File: src/rtl/univ_shift_register.sv
// Universal N-bit shift register with single-step and burst operation.
// Modes cover hold, logical shifts, rotates, arithmetic shift right and
// parallel load. A burst shifts or rotates `count` times on its own and
// signals completion through the busy/done handshake.
module univ_shift_register #(
  parameter int unsigned WIDTH = 8,
  parameter int unsigned CNT_W = $clog2(WIDTH) + 1
) (
  input  logic             clk,
  input  logic             rst,
  input  logic [2:0]       mode,
  input  logic             en,
  input  logic             start,
  input  logic [CNT_W-1:0] count,
  input  logic             sin_r,
  input  logic             sin_l,
  input  logic [WIDTH-1:0] d,
  output logic [WIDTH-1:0] q,
  output logic             so_msb,
  output logic             so_lsb,
  output logic             busy,
  output logic             done
);

  localparam logic [2:0] ModeHold = 3'b000;
  localparam logic [2:0] ModeShl  = 3'b001;
  localparam logic [2:0] ModeShr  = 3'b010;
  localparam logic [2:0] ModeRotl = 3'b011;
  localparam logic [2:0] ModeRotr = 3'b100;
  localparam logic [2:0] ModeAshr = 3'b101;
  localparam logic [2:0] ModeLoad = 3'b110;

  typedef enum logic {StIdle, StRun} state_e;

  state_e           state_q;
  logic [WIDTH-1:0] data_q;
  logic [CNT_W-1:0] rem_q;
  logic [2:0]       op_q;
  logic             busy_q;
  logic             done_q;

  // Next register value for one application of `op`.
  function automatic logic [WIDTH-1:0] apply_op(input logic [2:0]       op,
                                                input logic [WIDTH-1:0] cur,
                                                input logic             sr,
                                                input logic             sl,
                                                input logic [WIDTH-1:0] ld);
    logic [WIDTH-1:0] nxt;
    nxt = cur;
    case (op)
      ModeShl:  nxt = {cur[WIDTH-2:0], sr};
      ModeShr:  nxt = {sl, cur[WIDTH-1:1]};
      ModeRotl: nxt = {cur[WIDTH-2:0], cur[WIDTH-1]};
      ModeRotr: nxt = {cur[0], cur[WIDTH-1:1]};
      ModeAshr: nxt = {cur[WIDTH-1], cur[WIDTH-1:1]};
      ModeLoad: nxt = ld;
      default:  nxt = cur;  // hold and reserved
    endcase
    return nxt;
  endfunction

  // Only shifts and rotates may run as a burst.
  logic burst_mode;
  assign burst_mode = (mode != ModeHold) && (mode != ModeLoad) && (mode != 3'b111);

  // Two-state burst FSM with registered busy/done and the data register.
  always_ff @(posedge clk) begin
    if (rst) begin
      state_q <= StIdle;
      data_q  <= '0;
      rem_q   <= '0;
      op_q    <= ModeHold;
      busy_q  <= 1'b0;
      done_q  <= 1'b0;
    end else begin
      done_q <= 1'b0;
      unique case (state_q)
        StIdle: begin
          if (start && burst_mode && (count != '0)) begin
            // Accept cycle only latches the command; shifting starts next edge.
            op_q    <= mode;
            rem_q   <= count;
            busy_q  <= 1'b1;
            state_q <= StRun;
          end else if (start && burst_mode) begin
            done_q <= 1'b1;
          end else if (en) begin
            data_q <= apply_op(mode, data_q, sin_r, sin_l, d);
          end
        end
        StRun: begin
          // Serial inputs are sampled live so a stream can be clocked in.
          data_q <= apply_op(op_q, data_q, sin_r, sin_l, d);
          rem_q  <= rem_q - CNT_W'(1);
          if (rem_q == CNT_W'(1)) begin
            busy_q  <= 1'b0;
            done_q  <= 1'b1;
            state_q <= StIdle;
          end
        end
        default: state_q <= StIdle;
      endcase
    end
  end

  assign q      = data_q;
  assign so_msb = data_q[WIDTH-1];
  assign so_lsb = data_q[0];
  assign busy   = busy_q;
  assign done   = done_q;

endmodule

File: config.mk
export PLATFORM = sky130hd
export DESIGN_NAME = univ_shift_register
export DESIGN_NICKNAME = d
export VERILOG_FILES = /design/src/rtl/univ_shift_register.sv
export SDC_FILE = /design/constraint.sdc
export NUM_CORES = 1
export LEC_CHECK = 0
export CAP_MARGIN = 20
export CORE_ASPECT_RATIO = 0.7
export CORE_UTILIZATION = 46
export DETAILED_ROUTE_END_ITERATION = 8
export PLACE_DENSITY = 0.87
export SYNTH_ARGS = -nofsm -noshare
export SYNTH_HDL_FRONTEND = slang
export SYNTH_SLANG_ARGS = --single-unit
export TNS_END_PERCENT = 20
File: constraint.sdc
create_clock -name clk -period 1.7 [get_ports clk]
set_input_delay 0.17 -clock clk [delete_from_list [all_inputs] [get_ports clk]]
set_output_delay 0.17 -clock clk [all_outputs]
set_load 0.02 [all_outputs]
==> Word level (Yosys, flattened, before mapping) <==
Index checks and enable logic that the tools add are counted.
{ "totals": {"ff_bits": 18, "elab_cells": 63, "inputBits": 21} }
{ "classes": {"n_bitwise": 1, "mux": 18, "n_eq_ne": 26, "n_addsub": 1, "reduce_logical": 10} }
{ "ops": {"columns": ["operator", "n"], "rows": [
  ["$pmux 8 s6", 2],
  ["$mux 8", 3],
  ["$eq 3x3->1 const B", 6],
  ["$pmux 8 s2", 1],
  ["$ne 7x1->1 const B", 2],
  ["$eq 3x2->1 const B", 4],
  ["$ne 2x2->1 const B", 6],
  ["$ne 6x1->1 const B", 2],
  ["$pmux 4 s2", 1],
  ["$mux 1", 7],
  ["$reduce_and 7->1", 1],
  ["$eq 3x1->1 const B", 2],
  ["$ne 3x3->1 const B", 2],
  ["$pmux 1 s2", 3],
  ["$reduce_and 5->1", 1],
  ["$eq 4x1->1 const B", 1],
  ["$logic_and 1x1->1", 4],
  ["$mux 4", 1],
  ["$reduce_and 2->1", 2],
  ["$reduce_bool 4->1", 1],
  ["$sub 4x1->4 const B", 1],
  ["$reduce_bool 3->1", 1],
  ["$ne 2x1->1 const B", 1],
  ["$not 1->1", 1]
]} }

==> Logic depth before layout (Yosys ltp) <==
Gate-level depths: netlist of the first run.
{ "depth": {"ltp_word": 7, "mapped_depth": 7} }

==> Least setup slack after synthesis of the first run <==
No wires, ideal clock.
{ "synth_path": {"path_type": "register to register", "startpoint": "register op_q[1]", "endpoint": "register data_q[1], in the netlist q[1]", "stages_incl_launch_ff": 7, "required_time_ns": 1.631, "n_path_buf": 2, "slack_ns": 0.099, "arrival_time_ns": 1.532, "cell_sequence": "dfxtp_1 buf_2 and3_1 o22a_1 buf_6 or4_1 o21ai_1"} }
{ "synth_via": {"elab_chain_cells": 3, "word_cells_on_any_way": 10, "cone_classes": "eq/ne (7); mux (2); reduce/logical (1)"} }
{ "synth_rtl": {"columns": ["element", "line", "rtl"], "rows": [
  ["from (decl)", "38", "logic [2:0] op_q;"],
  ["from (signal assigned)", "72", "op_q <= ModeHold;"],
  ["from (signal assigned)", "81", "op_q <= mode;"],
  ["$eq 3x3->1, or another cell as far along", "50", "case (op)"],
  ["$pmux 8 s6 or $ne 7x1->1 (tied branches)", null, null],
  ["$pmux 8 s2 or $reduce_and 5->1 (tied branches)", null, null],
  ["to (signal assigned)", "88", "data_q <= apply_op(mode, data_q, sin_r, sin_l, d);"],
  ["to (signal assigned)", "93", "data_q <= apply_op(op_q, data_q, sin_r, sin_l, d);"],
  ["to (decl)", "36", "logic [WIDTH-1:0] data_q;"]
]} }
Several ways; a longest one is shown, not always the timed one.
A chain may end at the register's enable or synchronous reset.

==> Final worst setup path of the first run <==
{ "layout_path": {"startpoint": "input mode[0]", "endpoint": "register data_q[6], in the netlist q[6]"} }
{ "layout_via": {"elab_chain_cells": 7, "word_cells_on_any_way": 22, "cone_classes": "eq/ne (11); mux (5); reduce/logical (6)"} }
{ "layout_rtl": {"columns": ["element", "line", "rtl"], "rows": [
  ["from (decl)", "11", "input logic [2:0] mode,"],
  ["parallel branches: the longest is 7 deep, another holds $pmux 8 s6", null, null]
]} }
Several ways; the timed one is not identified. The select of a mux whose other input is x is not followed.

==> impl_metrics.py, run 1 <==
metrics = {
    "die": {
        "num_rows": 17,
        "core-area_sq_um": 3148,
        "die_y_microns": 50.20,
        "ioPinCount": 33,
        "die_w_microns": 70.85,
        "initial_utilization_pct": 48.49,
        "die_area_sq_um": 3556,
    },
    "clock_network": {
        "ctsHoldBuffers": 0,
        "cts_buffers": 3,
        "cts_buffer_depth": 2,
        "clkSlewWorstSetupHoldPaths_ps": 80,
        "clock-root-buffer": "clkbuf_8",
        "clock-sinks": 18,
        "cts_tree": "built",
        "clk-insertion-delay-late_ps": 270,
        "htreeDepth": 1,
    },
    "placed_design": {
        "place_hpwl_mm": 3.653,
        "gp_congestion": 0.9240,
        "postPlaceCellArea_sq_um": 2057,
        "port_buffers": 32,
    },
    "yosys": {
        "synth_top_family_by_area": "compound AO/OA/AOI/OAI gates",
        "synth-simple-area-share_pct": 25.41,
        "synth-compound-area-share_pct": 31.80,
        "synth_fa_ha_area_share_pct": 1.639,
        "muxShareOfSynthArea_pct": 9.016,
        "syn_nets": 221,
        "yosysWarningCount": 0,
        "syn_avg_cell_area_sq_um": 7.709,
        "yosysSeqAreaShare_pct": 23.61,
        "synth_cell_types": 53,
        "synth_area_sq_um": 1526,
        "ys_seq_elements": 18,
        "synth_cells": 198,
        "synth_edf_count": 0,
        "synth_async_sr_flop_share_pct": 0,
        "synthFlopType": "dfxtp_1",
        "synth_xor_area_share_pct": 0.5738,
        "synth.top_cells.by_area": "dfxtp_1 (24%), mux2i_1 (4.6%), mux2_2 (4.4%)",
        "yosysTopAreaCellShare_pct": 23.61,
        "yosysTopAreaCell": "dfxtp_1",
    },
    "timing": {
        "fin_setup_tns_ps": -1.963,
        "fin_ws_ps": -1.963,
        "final.min_clock_period_ps": 1702,
        "hold_ws_ps": 484.1,
        "max_freq_mhz": 587.6,
        "skew_ps": 10.91,
        "timing.final.crit_share_pct": 100.1,
        "rsz0062_at_grt": "true",
        "relSlewSlack_pct": 59.59,
        "finalHoldViolCount": 0,
        "setup_violations": 1,
        "tightest_slew_ps": 600.6,
        "slew_violations": 0,
    },
    "routing": {
        "ant_nets": 0,
        "remaining_drc_errors": 2,
        "wl_per_cell_microns": 18.00,
        "dr.pass1.iters": 9,
        "via_per_inst": 6.479,
        "routed_wl_mm": 5.149,
        "vias": 1853,
        "drt-initial-drc-count": 214,
    },
    "worst_setup_path": {
        "slowest_stage": "or4_1",
        "crit_buf_inv": 2,
        "path_cells": "clkdlybuf4s50_1 -> buf_4 -> and3_1 -> o22a_1 -> or4_1 -> o31ai_1",
        "crit_fanout": 7,
        "worstPathArrival_ps": 1880,
        "cp-end-kind": "register",
        "crit_type": "in2reg",
        "crit_family": "simple AND/OR/NAND/NOR gates",
        "cp-start-kind": "primary input",
        "worst_path_largest_cell_delay_ps": 490,
        "worstPathRequired_ps": 1880,
    },
    "power": {
        "leakagePower_nw": 0.8344,
        "ir_drop_mv": 0.4246,
        "powerDensity_nw_per_um2": 674.9,
    },
    "layout": {
        "final_util_pct": 68.96,
        "layout-drive-gt1-share_pct": 22.18,
        "syn_to_final_growth_pct": 42.21,
        "finalInstanceArea_sq_um": 2171,
        "final_net_count": 272,
        "diodes": 0,
    },
    "run": {
        "max_cap_violations": 0,
    },
    "run_status": {
        "status": "finished, violations left",
        "violations": "DRC, setup timing",
    },
    "grt": {
        "antenna_found_initial": 0,
        "grt_max_degree": 17,
        "grt_pass1_vias": 1635,
        "grtUsageTotal_pct": 29.42,
        "grt_pass1_wl_mm": 8.031,
        "overflow": 0,
    },
    "min_path": {
        "hold_path.class": "in2reg",
    },
}
[metal layers]
layer  track usage [%]  share of wire (%)  vias to the layer above
li1                  -                  -                      852
met4             9.667                2.8                        0
met5                 0                  0                        -
met2             45.19                 43                      132
met3             8.032                 11                       20
met1             39.98                 43                      849
[placed cells by master, fill, tap and decap left out, drive strengths merged, types with 4 or more instances in the layout]
master / instances
clkdlybuf4s50: 29
nand2b: 6
nand3b: 6
nand3: 4
a2111oi: 4
dfxtp: 18
mux2i: 7
buf: 33
nor2: 14
o21ai: 12
nand2: 13
or4: 4
clkbuf: 4
nor3b: 4
inv: 7
o211ai: 5
nor3: 7
a21oi: 11
a21o: 5
mux2: 6
[worst register-to-register path: stages (launching register included)]
cell and delay [ps]:
dfxtp_2 360, buf_12 150, nand2b_1 200, nand3_1 150, a21boi_4 220, buf_4 150, o22ai_1 70, o31ai_1 260
[Yosys cell counts, types with 5 or more instances]
cell      number
mux2i_1        7
a21o_1         5
o21ai_0        7
buf_2          7
inv_1          6
nand2b_1       6
a21oi_1       11
nand3b_1       6
nor2_1        14
clkbuf_1       9
o211ai_1       5
nand2_1       13
dfxtp_1       18
o21ai_1        5
mux2_2         6
nor3_1         6
[power breakdown]
| part | internal (W) | switching [W] |
|---|---|---|
| combinational | 0.000291 | 0.000278 |
| sequential | 0.000459 | 0.0000578 |
| clock | 0.000207 | 0.000173 |
[path summary, 6_finish.rpt]
| check | startpoint | endpoint | depth (start not counted) | slack (ps) |
|---|---|---|---|---|
| min reg2reg | rem_q[1] | rem_q[1] | 2 | 520 |
| min | mode[2] | op_q[2] | 4 | 480 |
| max reg2reg | op_q[1] | q[6] | 7 | 50 |
| max | mode[0] | q[6] | 6 | -2 |
[logic make-up after synthesis]
logic type	Yosys count
AO/OA/AOI/OAI	68
buffers and inverters	26
XOR/XNOR	1
flip-flops	18
multiplexers	13
AND/OR/NAND/NOR	70
adder cells (fa/ha/maj)	2
[sequential cells by signal, indices dropped and copies added, names as in the netlist]
register  cells
done          1
q             8
state_q       1
op_q          3
busy          1
rem_q         4
[through the flow]
step | std cells | setup WS, ps | power, W
CTS | 286 | -5.491 | 0.001432
floorplan | 198 | 99.29 | 0.0008082
global placement | 280 | -386.0 | 0.001033
detailed placement | 280 | -419.2 | 0.001047
global route | 286 | -147.3 | 0.001533
finish | 286 | -1.963 | 0.001465
[repair_timing]
action,in CTS,in global routing
gates resized for setup,8,10
setup buffers,2,0
pin swaps,3,2
endpoints found under the setup margin,9,14
[area by class of cell]
cell class	instances	area, sq um
clock buffer	4	55.05
fill	248	977.2
inverter	7	26.28
multi-input combinational	154	1084
sequential	18	365.4
tap	38	47.55
timing repair buffer	65	593.1
Note: power is estimated with default switching activity, not from simulation.
==> inputs of run 2 (changes only) <==
Settings changed: CORE_UTILIZATION 46 to 55, PLACE_DENSITY 0.87 to 0.95, SLEW_MARGIN set to 40.
Clock period 1.7 ns to 2.1 ns, I/O delays scaled along.
==> run 2 against run 1 <==
Against the previous run: the flow now finishes without violations; combinational power shrank 29%; final area shrank 8.2%; sequential power shrank 19%; wire length down 6.0%; largest power group is now registers; non-clock buffer count decreased by 14; highest routed layer unchanged; via count down 1.6%.
==> impl_metrics.py, run 2 (synthesis results as in run 1) <==
metrics = {
    "placed_design": {
        "place_inst": 264,
        "gp_congestion": 0.9649,
        "postPlaceCellArea_sq_um": 1937,
        "place_hpwl_mm": 3.424,
        "port_buffers": 32,
    },
    "die": {
        "die_y_microns": 46.08,
        "core-area_sq_um": 2552,
        "num_rows": 15,
        "die_w_microns": 64.97,
        "ioPinCount": 33,
        "die_area_sq_um": 2993,
        "initial_utilization_pct": 59.80,
    },
    "routing": {
        "routed_wl_mm": 4.842,
        "vias": 1824,
        "drt-initial-drc-count": 240,
        "via_per_inst": 6.806,
        "ant_nets": 0,
        "wl_per_cell_microns": 18.07,
        "dr.pass1.iters": 6,
        "remaining_drc_errors": 0,
    },
    "layout": {
        "syn_to_final_growth_pct": 30.57,
        "final_cells": 268,
        "final_net_count": 258,
        "finalInstanceArea_sq_um": 1993,
        "layout-drive-gt1-share_pct": 13.68,
        "largest_reg_flops": 8,
        "multiInputGateArea_sq_um": 1046,
        "nFillCells": 182,
        "mostFrequentLayoutCell": "clkdlybuf4s50_1",
        "regArea_sq_um": 360.3,
        "diodes": 0,
        "final_cell_mix": "clkdlybuf4s50_1 (32), buf_4 (19), dfxtp_1 (18)",
    },
    "grt": {
        "grtUsageTotal_pct": 34.41,
        "grt_pass1_vias": 1593,
        "antenna_found_initial": 0,
        "overflow": 0,
        "grt_pass1_wl_mm": 7.603,
        "grt_max_degree": 17,
    },
    "worst_setup_path": {
        "crit_type": "in2reg",
        "crit_fanout": 12,
        "r2r_slack_ps": 200,
        "worstRegToRegCells": 4,
        "worstPathArrival_ps": 2130,
        "r2r-end": "q[3]",
        "rr_startpoint": "op_q[0]",
        "cp-start-kind": "primary input",
        "worstPathRequired_ps": 2260,
        "cp-end-kind": "register",
    },
    "clock_network": {
        "htreeDepth": 1,
        "cts_buffer_depth": 2,
        "cts_setup_buffers": 0,
        "cts_tree": "built",
        "clkSlewWorstSetupHoldPaths_ps": 80,
        "cts_buffers": 3,
        "clock-root-buffer": "clkbuf_8",
        "cts_resized": 0,
        "clk-insertion-delay-late_ps": 260,
        "clock-sinks": 18,
        "ctsHoldBuffers": 0,
    },
    "timing": {
        "final.min_clock_period_ps": 1977,
        "slew_violations": 0,
        "max_freq_mhz": 505.8,
        "timing.final.crit_share_pct": 94.15,
        "skew_ps": 6.660,
        "finalHoldViolCount": 0,
        "relSlewSlack_pct": 58.99,
        "tightest_slew_ps": 611.8,
        "setup_violations": 0,
        "rsz0062_at_grt": "false",
    },
    "min_path": {
        "worstHoldEndpoint": "rem_q[3]",
        "hold_path.class": "reg2reg",
        "hold_depth": 2,
        "hp-start": "rem_q[3]",
    },
    "power": {
        "power_w": 0.001121,
        "ir_drop_mv": 0.5125,
        "leakagePower_nw": 0.7403,
        "powerDensity_nw_per_um2": 562.3,
    },
    "run": {
        "max_cap_violations": 0,
    },
    "run_status": {
        "status": "finished, final reports clean",
    },
}
==> run 2: cell count changes in the layout (fill, tap and decap cells not counted), sizes merged <==
cell and delta:
dlygate4sd2 -3, buf -14, clkdlybuf4s50 +3
==> run 2: cell type report <==
| type | count | area share, % |
|---|---|---|
| multi-input cells | 154 | 52.48 |
| repair buffers | 51 | 23.23 |
| flip-flops and latches | 18 | 18.08 |
| clock buffers | 4 | 2.762 |
| well taps | 34 | 2.134 |
| inverters | 7 | 1.318 |
==> run 2: power by group <==
part	internal [W]	switching (W)	leakage (nW)
clock	0.000167	0.000129	0.0288
combinational	0.000199	0.000206	0.564
sequential	0.000370	0.0000500	0.147
total	0.000736	0.000384	0.740
==> run 2: metal layers <==
layer / vias to the layer above / GRT usage (%) / share of wire, %
li1: 828 / - / -
met2: 145 / 52.29 / 44
met5: - / 0 / 0
met1: 836 / 47.23 / 42
met3: 15 / 10.64 / 13
met4: 0 / 9.333 / 1.5
==> run 2: per-stage QoR <==
| step | TNS (ps) | util [%] | setup WS [ps] | hold slack [ps] |
|---|---|---|---|---|
| 4_1_cts | 0 | 78.04 | 189.0 | 507.8 |
| 3_3_place_gp | 0 | 75.88 | 7.242 | 492.8 |
| 6_report | 0 | 78.09 | 122.9 | 510.1 |
| 3_5_place_dp | -126.7 | 75.88 | -69.60 | 488.2 |
| 5_1_grt | 0 | 78.09 | 4.202 | 527.3 |
| 2_1_floorplan | 0 | - | 499.3 | 356.8 |
==> run 2: worst max path at each step <==
| stage | startpoint | slack, ps | cells after the start | to |
|---|---|---|---|---|
| floorplan | op_q[1] | 500 | 6 | q[1] |
| global placement | mode[1] | 7 | 7 | q[4] |
| detailed placement | start | -70 | 6 | q[6] |
| CTS | mode[1] | 190 | 7 | q[6] |
| global route | mode[1] | 4 | 7 | q[5] |
| finish | mode[1] | 120 | 7 | q[5] |
==> run 2: worst max-delay path, cell delays in order <==
cell	delay [ps]
clkdlybuf4s50_1	640
buf_4	240
nand2b_1	100
and2_1	190
a2111oi_0	520
or4_1	180
o21ai_1	50
